File: config.mk
export PLATFORM = sky130hd
export DESIGN_NAME = serial_tx_arbiter
export DESIGN_NICKNAME = d
export VERILOG_FILES = /design/src/rtl/serial_tx_arbiter.sv
export SDC_FILE = /design/constraint.sdc
export NUM_CORES = 1
export LEC_CHECK = 0
export BUFFER_PORTS_ARGS = -buffer_cell sky130_fd_sc_hd__buf_2
export CORE_MARGIN = 2
export CORE_UTILIZATION = 45
export DETAILED_ROUTE_END_ITERATION = 10
export GPL_ROUTABILITY_DRIVEN = 0
export HOLD_SLACK_MARGIN = 0.05
export PLACE_DENSITY = 0.77
export SLEW_MARGIN = 20
export SYNTH_ARGS = -nofsm -noshare
export SYNTH_HDL_FRONTEND = slang
export SYNTH_SLANG_ARGS = --single-unit
File: constraint.sdc
create_clock -name clk -period 2 [get_ports clk]
set_clock_uncertainty 0.05 [all_clocks]
set_input_delay 0.4 -clock clk [delete_from_list [all_inputs] [get_ports clk]]
set_output_delay 0.4 -clock clk [all_outputs]
set_load 0.02 [all_outputs]
File: src/rtl/serial_tx_arbiter.sv
// Round-robin arbiter feeding a single parallel-in/serial-out shifter, LSB-first.
// Grant in cycle T puts bit 0 on the wire at T+1; a new grant in the last-bit cycle chains frames gap-free.
module serial_tx_arbiter #(
  parameter  int WIDTH = 4,
  parameter  int NREQ  = 4,
  localparam int IDW   = $clog2(NREQ)
) (
  input  logic                    clk,
  input  logic                    reset,
  input  logic [NREQ-1:0]         req_valid,
  input  logic [NREQ*WIDTH-1:0]   req_data,
  output logic [NREQ-1:0]         req_ready,
  output logic                    serial_out,
  output logic                    frame,
  output logic [IDW-1:0]          grant_id
);

  localparam int CW = $clog2(WIDTH);

  typedef enum logic {IDLE, SHIFT} state_t;

  state_t           state_q;
  logic [WIDTH-1:0] shreg_q;
  logic [CW-1:0]    bitcnt_q;
  logic [IDW-1:0]   last_grant_q;
  logic [IDW-1:0]   grant_id_q;

  logic             last_bit;
  logic             window;
  logic             win_vld;
  logic [IDW-1:0]   win_idx;
  logic [IDW-1:0]   cand;

  assign last_bit = (state_q == SHIFT) && (bitcnt_q == CW'(WIDTH - 1));
  assign window   = (state_q == IDLE) || last_bit;

  // Search starts one past the previous winner so every requester gets its turn.
  always_comb begin
    win_vld = 1'b0;
    win_idx = '0;
    cand    = '0;
    for (int k = 1; k <= NREQ; k++) begin
      cand = IDW'((int'(last_grant_q) + k) % NREQ);
      if (!win_vld && req_valid[cand]) begin
        win_vld = 1'b1;
        win_idx = cand;
      end
    end
  end

  always_comb begin
    req_ready = '0;
    if (!reset && window && win_vld) begin
      req_ready[win_idx] = 1'b1;
    end
  end

  always_ff @(posedge clk) begin
    if (reset) begin
      state_q      <= IDLE;
      shreg_q      <= '0;
      bitcnt_q     <= '0;
      last_grant_q <= IDW'(NREQ - 1);
      grant_id_q   <= '0;
    end else if (|req_ready) begin
      state_q      <= SHIFT;
      shreg_q      <= req_data[int'(win_idx)*WIDTH +: WIDTH];
      bitcnt_q     <= '0;
      last_grant_q <= win_idx;
      grant_id_q   <= win_idx;
    end else if (state_q == SHIFT) begin
      shreg_q <= {1'b0, shreg_q[WIDTH-1:1]};
      if (last_bit) begin
        state_q  <= IDLE;
        bitcnt_q <= '0;
      end else begin
        bitcnt_q <= bitcnt_q + CW'(1);
      end
    end
  end

  assign frame      = (state_q == SHIFT);
  assign serial_out = frame & shreg_q[0];
  assign grant_id   = grant_id_q;

endmodule

==> results.py, run 1 <==
metrics = {
    "power_and_ir_drop": {
        "sw_frac_of_total_pct": 30.2,
        "reported_leakage_power_nw": 0.509,
        "p_int_mw": 0.434,
        "irDropWorstVdd_mv": 0.591,
        "p_comb_share_pct": 34.9,
        "share_seq_of_total_power_pct": 41.0,
        "share_clk_of_total_power_pct": 24.1,
        "netSwitchingPower_mw": 0.187,
        "pwr_density_cell_nw_per_um2": 622,
    },
    "run_status": {
        "run_status": "completed",
    },
    "detailed_routing": {
        "first_pass_iters": 4,
        "ant_nets": 0,
        "drc": 0,
        "detailroute.via_count": 718,
        "drt_iter0_drc": 20,
        "wirelength_mm": 1.75,
        "viasPerCell": 5.24,
        "route.detailed.wl_per_inst_um": 12.8,
    },
    "global_routing": {
        "met1_usage_pct": 22.7,
        "grt_util_all_layers_pct": 20.0,
        "grt_antenna_before_repair": 0,
        "grt_start_max_net_pins": 13,
        "met3_usage_pct": 5.53,
        "grtUsageMet2_pct": 36.1,
        "globalRouteOverflowTotal": 0,
        "grt_busiest_layer": "met2",
        "first_global_vias": 676,
        "wire_length_of_the_first_global_routing_pass_mm": 2.80,
    },
    "synthesis": {
        "netlist_instances": 78,
        "synth.net_count": 101,
        "synth.yosys.warnings": 0,
        "synth.avg_cell_area_um2": 8.69,
        "netlist-cell-type-count": 23,
        "synth-seq-cells": 11,
        "share_of_synthesized_area_occupied_by_flip_flops_and_latches_pct": 32.5,
        "post_synth_instance_area_um2": 678,
    },
    "die": {
        "row_count": 14,
        "initial_utilization_pct": 46.6,
        "coreArea_um2": 1450,
        "die_area_um2": 1830,
        "io-pin-count": 30,
        "dieHeight_um": 42.8,
        "floorplan.die.width_um": 42.8,
    },
    "sta": {
        "maxSlewViolCount": 0,
        "finalCritPeriodShare_pct": 98.5,
        "finalCriticalPeriod_ns": 1.97,
        "setup_viol_count_final": 0,
        "worst_hold_margin_ns": 0.391,
        "setup_ws_ns": 0.0304,
        "worst-slew-pin-transition_ns": 0.370,
        "slew_headroom_pct": 75.3,
        "hold_viol": 0,
        "maximum_achievable_frequency_ghz": 0.508,
    },
    "place": {
        "place.port_buffers": 29,
        "dpl.hpwl_mm": 1.37,
        "placed_standard_cell_area_um2": 892,
        "dp_slack_ns": 0.00918,
    },
    "layout": {
        "num_antenna_cells": 0,
        "layout.cells.most_common_list": "sky130_fd_sc_hd__buf_2 (28), sky130_fd_sc_hd__buf_4 (14), sky130_fd_sc_hd__nor2_1 (12), sky130_fd_sc_hd__dfxtp_1 (9), sky130_fd_sc_hd__mux2i_1 (8)",
        "syn2layout_area_growth_pct": 47.2,
        "num-nets-final": 145,
        "layout.cells.most_common": "sky130_fd_sc_hd__buf_2",
        "finish.utilization_pct": 68.7,
        "post_route_cells_drive_above_1_share_pct": 50.4,
        "final_area_um2": 998,
        "n_fill_cell": 120,
    },
    "worst_hold_path": {
        "worstHoldPathType": "in2reg",
    },
    "clocking": {
        "tritoncts": "built",
        "clock_latency_ns": 0.27,
        "cts.sink_count": 11,
        "clock_tree.root_cell": "sky130_fd_sc_hd__clkbuf_4",
        "cts_clock_pin_slew_for_the_worst_setup_and_hold_paths_ns": 0.07,
        "h_tree_depth": 1,
        "cts_inserted_buffers": 3,
        "cts-root-to-sink-buffers": 2,
    },
    "setup_path": {
        "setup.worst_path.end_class": "primary output",
        "crit_required_ns": 1.55,
        "start_kind": "input port",
        "regToRegSetupSlack_ns": 0.20,
        "arr_time_crit_path_ns": 1.52,
        "worstPathMaxFanout": 3,
        "critPathKind": "in2out",
    },
    "flow_run": {
        "drv_cap": 0,
    },
}
final timing paths:
check	depth (start not counted)	end	start
setup / recovery	7	req_ready[0]	req_valid[3]
hold / removal	2	grant_id[1]	reset
setup reg to reg	6	shreg_q[0]	last_grant_q[1]
hold reg to reg	2	grant_id[1]	grant_id[1]
power by group through the flow:
stage | Clock (mW) | Combinational (mW) | Sequential [mW]
finish | 0.150 | 0.217 | 0.255
global route | 0.164 | 0.237 | 0.257
CTS | 0.157 | 0.187 | 0.253
detailed placement | 0 | 0.186 | 0.257
global placement | 0 | 0.180 | 0.256
floorplan | 0 | 0.118 | 0.257
area by class of cell:
cell class | count | area, um^2 | area share, %
clock inverter | 1 | 5.00 | 0.501
sequential | 11 | 225 | 22.6
tap | 16 | 20.0 | 2.01
multi-input combinational | 62 | 457 | 45.7
timing repair buffer | 43 | 265 | 26.6
inverter | 1 | 3.75 | 0.376
clock buffer | 3 | 22.5 | 2.26
flip-flops by register name, summed over array words and instances, names as in the netlist:
signal / flops
bitcnt_q: 2
shreg_q: 4
last_grant_q: 2
frame: 1
grant_id: 2
repair_timing:
action	CTS	global route
setup endpoints to repair	2	4
setup buffers	0	6
hold buffers	0	0
pin swaps	0	1
endpoints found under the hold margin	0	0
gates resized for setup	1	10
through the flow:
step / instances / setup TNS (ns) / power, mW
CTS: 131 / 0 / 0.597
global placement: 127 / 0 / 0.436
global route: 137 / -0.161 / 0.657
detailed placement: 127 / 0 / 0.444
floorplan: 78 / 0 / 0.375
finish: 137 / 0 / 0.621
synthesized netlist by cell type, drive strengths merged:
library cell  number  share of area (%)
mux2               4                8.9
nor3               2                1.5
o21bai             1                1.1
inv                1               0.55
a21oi              8                5.9
o221a              3                5.0
nor2              13                7.2
nand3b             1                1.1
nand2              7                3.9
mux2i              9                 13
and2b              1                1.1
or3                1               0.92
a31oi              2                1.8
nand2b             3                2.8
and2               2                2.2
or4                1                1.1
ha                 1                1.8
dfxtp             11                 32
clkbuf             2                1.1
o221ai             3                3.9
buf                2                2.4
worst max-delay path: stages:
cell and delay [ns]:
sky130_fd_sc_hd__buf_2 0.11, sky130_fd_sc_hd__or4_4 0.54, sky130_fd_sc_hd__nand2_2 0.09, sky130_fd_sc_hd__nor2_2 0.05
sky130_fd_sc_hd__nand2b_1 0.11, sky130_fd_sc_hd__nor2_1 0.05, sky130_fd_sc_hd__buf_2 0.17
cell families after synthesis:
| kind of cell | after synthesis | share of synthesized area, % |
|---|---|---|
| AND/OR/NAND/NOR | 31 | 21.8 |
| flip-flops | 11 | 32.5 |
| adder cells (fa/ha/maj) | 1 | 1.84 |
| buffers and inverters | 5 | 4.06 |
| multiplexers | 13 | 22.1 |
| AO/OA/AOI/OAI | 17 | 17.7 |
routing by layer:
layer / share of wire [%] / up-vias
met1: 40 / 315
li1: - / 370
met4: 1.3 / 0
met3: 6.4 / 4
met5: 0 / -
met2: 52 / 29
Note: power is estimated with default switching activity, not from simulation.
==> run 2: changes to the inputs <==
--- a/config.mk
+++ b/config.mk
@@ -12,7 +12,8 @@
 export GPL_ROUTABILITY_DRIVEN = 0
 export HOLD_SLACK_MARGIN = 0.05
 export PLACE_DENSITY = 0.77
-export SLEW_MARGIN = 20
+export RECOVER_POWER = 50
+export SLEW_MARGIN = 15
 export SYNTH_ARGS = -nofsm -noshare
 export SYNTH_HDL_FRONTEND = slang
 export SYNTH_SLANG_ARGS = --single-unit
==> results.py, run 2 (synthesized netlist as in run 1, its figures left out) <==
metrics = {
    "place": {
        "place.port_buffers": 29,
        "dp_slack_ns": 0.00918,
        "dpl.hpwl_mm": 1.37,
        "placed_standard_cell_area_um2": 892,
    },
    "clocking": {
        "cts-root-to-sink-buffers": 2,
        "tritoncts": "built",
        "cts_clock_pin_slew_for_the_worst_setup_and_hold_paths_ns": 0.07,
        "clock_latency_ns": 0.26,
        "cts_inserted_buffers": 3,
        "cts.sink_count": 11,
        "clock_tree.root_cell": "sky130_fd_sc_hd__clkbuf_4",
        "h_tree_depth": 1,
    },
    "die": {
        "dieHeight_um": 42.8,
        "io-pin-count": 30,
        "initial_utilization_pct": 46.6,
        "row_count": 14,
        "die_area_um2": 1830,
        "floorplan.die.width_um": 42.8,
        "coreArea_um2": 1450,
    },
    "setup_path": {
        "start_kind": "input port",
        "r2r.worst_path.cells": 6,
        "arr_time_crit_path_ns": 1.52,
        "timing.rr.end": "shreg_q[0]",
        "setup.worst_path.end_class": "primary output",
        "worstPathMaxFanout": 3,
        "crit_required_ns": 1.55,
        "regToRegSetupSlack_ns": 0.20,
        "critPathKind": "in2out",
        "r2r_start": "last_grant_q[1]",
    },
    "sta": {
        "maximum_achievable_frequency_ghz": 0.507,
        "maxSlewViolCount": 0,
        "hold_viol": 0,
        "finalCritPeriodShare_pct": 98.5,
        "fin_setup_tns_ns": 0,
        "slew_headroom_pct": 75.9,
        "finalCriticalPeriod_ns": 1.97,
        "setup_ws_ns": 0.0294,
        "worst-slew-pin-transition_ns": 0.361,
        "worst_hold_margin_ns": 0.395,
        "setup_viol_count_final": 0,
    },
    "worst_hold_path": {
        "min_delay_worst_endpoint": "grant_id[1]",
        "hold_path.startpoint": "reset",
        "timing.hold.worst_path_depth": 2,
        "worstHoldPathType": "in2reg",
    },
    "detailed_routing": {
        "route.detailed.wl_per_inst_um": 12.9,
        "drt_iter0_drc": 26,
        "detailroute.via_count": 730,
        "wirelength_mm": 1.76,
        "first_pass_iters": 4,
        "ant_nets": 0,
        "drc": 0,
        "viasPerCell": 5.33,
    },
    "layout": {
        "syn2layout_area_growth_pct": 46.5,
        "final_area_um2": 993,
        "largest_register_ffs": 4,
        "finish.utilization_pct": 68.3,
        "post_route_cells_drive_above_1_share_pct": 47.9,
        "layout.cells.most_common_list": "sky130_fd_sc_hd__buf_2 (26), sky130_fd_sc_hd__buf_4 (13), sky130_fd_sc_hd__nor2_1 (12), sky130_fd_sc_hd__dfxtp_1 (9), sky130_fd_sc_hd__mux2i_1 (8)",
        "top_register": "shreg_q",
        "num-nets-final": 145,
        "layout.cells.most_common": "sky130_fd_sc_hd__buf_2",
        "num_antenna_cells": 0,
        "n_fill_cell": 120,
    },
    "power_and_ir_drop": {
        "reported_leakage_power_nw": 0.498,
        "pwr_density_cell_nw_per_um2": 621,
        "irDropWorstVdd_mv": 0.587,
    },
    "global_routing": {
        "first_global_vias": 676,
        "globalRouteOverflowTotal": 0,
        "grt_util_all_layers_pct": 20.0,
        "grt_antenna_before_repair": 0,
        "grt_start_max_net_pins": 13,
        "wire_length_of_the_first_global_routing_pass_mm": 2.80,
    },
    "flow_run": {
        "drv_cap": 0,
    },
    "run_status": {
        "run_status": "completed",
    },
}
## run 2: metal layers
metal | global-route usage, % | vias up | routed length (um)
li1 | - | 371 | -
met1 | 22.7 | 333 | 751
met2 | 36.1 | 20 | 930
met3 | 5.53 | 6 | 55
met4 | 5.63 | 0 | 24
met5 | 0 | - | 0
## run 2: repair_timing
action                                  in CTS  in global routing
endpoints found under the setup margin       2                  4
pin swaps                                    0                  1
hold buffers                                 0                  0
resized for setup                            1                 10
setup buffers                                0                  6
## run 2: worst max-delay path by stage
| stage | from | end | slack (ns) | cells past startpoint |
|---|---|---|---|---|
| global route | last_grant_q[1] | req_ready[1] | -0.06 | 5 |
| finish | req_valid[3] | req_ready[0] | 0.03 | 7 |
| global placement | req_valid[3] | req_ready[0] | 0.02 | 7 |
| floorplan | req_valid[3] | req_ready[0] | 0.10 | 5 |
| CTS | req_valid[3] | req_ready[0] | 0.002 | 7 |
| detailed placement | req_valid[3] | req_ready[0] | 0.009 | 7 |
## run 2: stage by stage
| stage | std cells | total power [mW] |
|---|---|---|
| 2_1_floorplan | 78 | 0.375 |
| 3_3_place_gp | 127 | 0.436 |
| 3_5_place_dp | 127 | 0.444 |
| 4_1_cts | 131 | 0.597 |
| 5_1_grt | 137 | 0.655 |
| 6_report | 137 | 0.617 |
## run 2: final cells by class
cell class              count  area [um^2]  share of cell area [%]
multi-input cells          62          454                    45.7
clock buffers               3         22.5                    2.27
inverters                   1         3.75                   0.378
flip-flops and latches     11          225                    22.7
repair buffers             43          263                    26.4
clock inverters             1         5.00                   0.504
well taps                  16         20.0                    2.02
## run 2: where the power goes
part           internal, mW  switching (mW)
registers             0.239          0.0159
logic                 0.118          0.0959
clock network        0.0739          0.0745
## run 2: critical path, stage by stage
cell and delay, ns:
sky130_fd_sc_hd__buf_2 0.11, sky130_fd_sc_hd__or4_4 0.54, sky130_fd_sc_hd__nand2_2 0.09, sky130_fd_sc_hd__nor2_2 0.05, sky130_fd_sc_hd__nand2b_1 0.11, sky130_fd_sc_hd__nor2_1 0.05, sky130_fd_sc_hd__buf_2 0.17
==> run 3: changes to the inputs <==
--- a/config.mk
+++ b/config.mk
@@ -5,13 +5,14 @@
 export SDC_FILE = /design/constraint.sdc
 export NUM_CORES = 1
 export LEC_CHECK = 0
+export ABC_AREA = 1
 export BUFFER_PORTS_ARGS = -buffer_cell sky130_fd_sc_hd__buf_2
 export CORE_MARGIN = 2
-export CORE_UTILIZATION = 45
+export CORE_UTILIZATION = 49
 export DETAILED_ROUTE_END_ITERATION = 10
 export GPL_ROUTABILITY_DRIVEN = 0
 export HOLD_SLACK_MARGIN = 0.05
-export PLACE_DENSITY = 0.77
+export PLACE_DENSITY = 0.78
 export RECOVER_POWER = 50
 export SLEW_MARGIN = 15
 export SYNTH_ARGS = -nofsm -noshare
==> results.py, run 3 <==
metrics = {
    "die": {
        "floorplan.die.width_um": 46.9,
        "coreArea_um2": 1730,
        "die_area_um2": 2200,
        "row_count": 15,
        "initial_utilization_pct": 52.2,
        "io-pin-count": 30,
        "dieHeight_um": 46.9,
    },
    "detailed_routing": {
        "wirelength_mm": 3.94,
        "detailroute.via_count": 1354,
        "viasPerCell": 5.55,
        "route.detailed.wl_per_inst_um": 16.2,
        "first_pass_iters": 4,
        "drt_iter0_drc": 31,
        "drc": 0,
        "ant_nets": 0,
    },
    "setup_path": {
        "setup.worst_path.end_class": "primary output",
        "r2r.worst_path.cells": 16,
        "crit_required_ns": 1.55,
        "start_kind": "flip-flop",
        "worstPathMaxFanout": 6,
        "arr_time_crit_path_ns": 1.99,
        "critPathKind": "reg2out",
    },
    "clocking": {
        "cts_inserted_buffers": 3,
        "cts-root-to-sink-buffers": 2,
        "clock_latency_ns": 0.27,
        "cts.sink_count": 11,
        "tritoncts": "built",
        "h_tree_depth": 1,
        "clock_tree.root_cell": "sky130_fd_sc_hd__clkbuf_4",
        "cts_clock_pin_slew_for_the_worst_setup_and_hold_paths_ns": 0.07,
    },
    "layout": {
        "instances_no_fill": 244,
        "syn2layout_area_growth_pct": 73.2,
        "finish.utilization_pct": 90.5,
        "num_antenna_cells": 0,
        "multi_input_area_um2": 783,
        "top_register": "shreg_q",
        "n_fill_cell": 85,
        "largest_register_ffs": 4,
        "layout.cells.most_common": "sky130_fd_sc_hd__nand2_1",
        "layout.cells.most_common_list": "sky130_fd_sc_hd__nand2_1 (53), sky130_fd_sc_hd__buf_4 (30), sky130_fd_sc_hd__buf_2 (22), sky130_fd_sc_hd__nand2_2 (18), sky130_fd_sc_hd__nand2_4 (13)",
        "num-nets-final": 243,
        "final-seq-area_um2": 225,
        "post_route_cells_drive_above_1_share_pct": 54.3,
        "final_area_um2": 1560,
    },
    "sta": {
        "finalCritPeriodShare_pct": 122,
        "worst-slew-pin-transition_ns": 0.251,
        "slew_headroom_pct": 83.3,
        "fin_setup_tns_ns": -1.87,
        "setup_ws_ns": -0.440,
        "rsz0062_at_grt": "yes",
        "maxSlewViolCount": 0,
        "setup_viol_count_final": 8,
        "maximum_achievable_frequency_ghz": 0.410,
        "finalCriticalPeriod_ns": 2.44,
        "hold_viol": 0,
    },
    "run_status": {
        "run_status": "finished with violations",
        "violations_in_the_final_reports": "setup timing",
    },
    "place": {
        "dpl.hpwl_mm": 1.93,
        "place.port_buffers": 29,
        "total_placed_cells_including_tap_cells": 228,
        "placed_standard_cell_area_um2": 1250,
    },
    "synthesis": {
        "synthTopCellsByCount": "sky130_fd_sc_hd__nand2_1 (73), sky130_fd_sc_hd__nand3_1 (14), sky130_fd_sc_hd__dfxtp_1 (11)",
        "synth.yosys.warnings": 0,
        "synth-seq-cells": 11,
        "post_synth_instance_area_um2": 902,
        "netlist-cell-type-count": 23,
        "synth.avg_cell_area_um2": 5.82,
        "count_of_flip_flops_with_a_built_in_enable_after_synthesis": 0,
        "yosysTopAreaCellShare_pct": 30.4,
        "dominantRegCellSynth": "sky130_fd_sc_hd__dfxtp_1",
        "async_flop_share_pct": 0,
        "netlist_instances": 155,
        "synth.net_count": 178,
        "synth_most_common_cell": "sky130_fd_sc_hd__nand2_1",
        "synth.largest_area_cell": "sky130_fd_sc_hd__nand2_1",
        "synth.area.top_cells": "sky130_fd_sc_hd__nand2_1 (30%), sky130_fd_sc_hd__dfxtp_1 (24%), sky130_fd_sc_hd__nand3_1 (7.8%)",
        "share_of_synthesized_area_occupied_by_flip_flops_and_latches_pct": 24.4,
    },
    "global_routing": {
        "globalRouteOverflowTotal": 0,
        "grt_util_all_layers_pct": 29.1,
        "grt_antenna_before_repair": 0,
        "first_global_vias": 1135,
        "wire_length_of_the_first_global_routing_pass_mm": 4.60,
        "grt_start_max_net_pins": 9,
    },
    "flow_run": {
        "drv_cap": 0,
    },
    "power_and_ir_drop": {
        "pwr_density_cell_nw_per_um2": 1480,
        "total_power_mw": 2.31,
        "reported_leakage_power_nw": 0.850,
        "irDropWorstVdd_mv": 1.14,
    },
    "worst_hold_path": {
        "timing.hold.worst_path_depth": 4,
        "worstHoldPathType": "in2reg",
    },
}
-- run 3: changes by cell type after synthesis, sizes merged, moves of 3 or more --
cell and change:
o21ai +4, nand2b -3, o221a -3, o221ai -3
nand2 +79, a21oi -5, mux2i -9, mux2 -4
inv +15, nand3 +15
-- run 3: layer usage --
| layer | vias to the layer above | global-route usage [%] | part of all wire [%] | routed length (um) |
|---|---|---|---|---|
| li1 | 614 | - | - | - |
| met1 | 617 | 33.1 | 37 | 1450 |
| met2 | 90 | 52.1 | 50 | 1970 |
| met3 | 33 | 3.08 | 6.8 | 268 |
| met4 | 0 | 16.7 | 6.6 | 260 |
| met5 | - | 0 | 0 | 0 |
-- run 3: final timing paths --
kind                                     end            start  slack [ns]
worst min register to register   bitcnt_q[1]      bitcnt_q[1]        0.41
worst max register to register    shreg_q[0]  last_grant_q[0]       -0.11
worst min-delay path             bitcnt_q[0]            reset        0.37
worst max-delay path            req_ready[1]  last_grant_q[0]       -0.44
-- run 3: repair_timing --
action | in CTS | in global routing
hold buffers | 0 | 0
pin swaps | 19 | 24
gates resized for setup | 33 | 30
setup buffers | 9 | 4
endpoints found under the setup margin | 5 | 10
-- run 3: area by class of cell --
type / instances / area share (%)
repair buffers: 61 / 26.5
flip-flops and latches: 11 / 14.4
clock buffers: 4 / 1.68
well taps: 25 / 2.00
multi-input cells: 127 / 50.1
inverters: 16 / 5.28
-- run 3: logic make-up (layout without fill, tap and decap cells) --
logic type,after synthesis,after routing,synth area share (%)
AND/OR/NAND/NOR,117,117,60.3
AO/OA/AOI/OAI,9,9,6.38
flip-flops,11,11,24.4
adder cells (fa/ha/maj),1,1,1.39
buffers and inverters,17,81,7.49
-- run 3: per-stage QoR --
stage / setup WS, ns / hold slack [ns]
6_report: -0.440 / 0.372
5_1_grt: -0.466 / 0.388
4_1_cts: -0.269 / 0.393
3_5_place_dp: -0.232 / 0.395
3_3_place_gp: -0.157 / 0.383
2_1_floorplan: -0.0445 / 0.391
-- run 3: worst max-delay path, cell delays in order, from the launching register on --
cell and delay (ns):
sky130_fd_sc_hd__dfxtp_2 0.34, sky130_fd_sc_hd__buf_6 0.14, sky130_fd_sc_hd__nand2_4 0.09, sky130_fd_sc_hd__nand2_4 0.07, sky130_fd_sc_hd__nand2_4 0.09, sky130_fd_sc_hd__nand2_4 0.05
sky130_fd_sc_hd__nor2_4 0.18, sky130_fd_sc_hd__nand3_1 0.14, sky130_fd_sc_hd__nand2_1 0.12, sky130_fd_sc_hd__inv_2 0.05, sky130_fd_sc_hd__nand2_4 0.12, sky130_fd_sc_hd__buf_4 0.15
sky130_fd_sc_hd__nor2_4 0.04, sky130_fd_sc_hd__buf_6 0.12
-- run 3: power by group --
part / switching, mW / leakage, nW / internal, mW
sequential: 0.0472 / 0.0909 / 0.288
combinational: 1.09 / 0.744 / 0.732
clock: 0.0787 / 0.0150 / 0.0773
total: 1.21 / 0.850 / 1.10
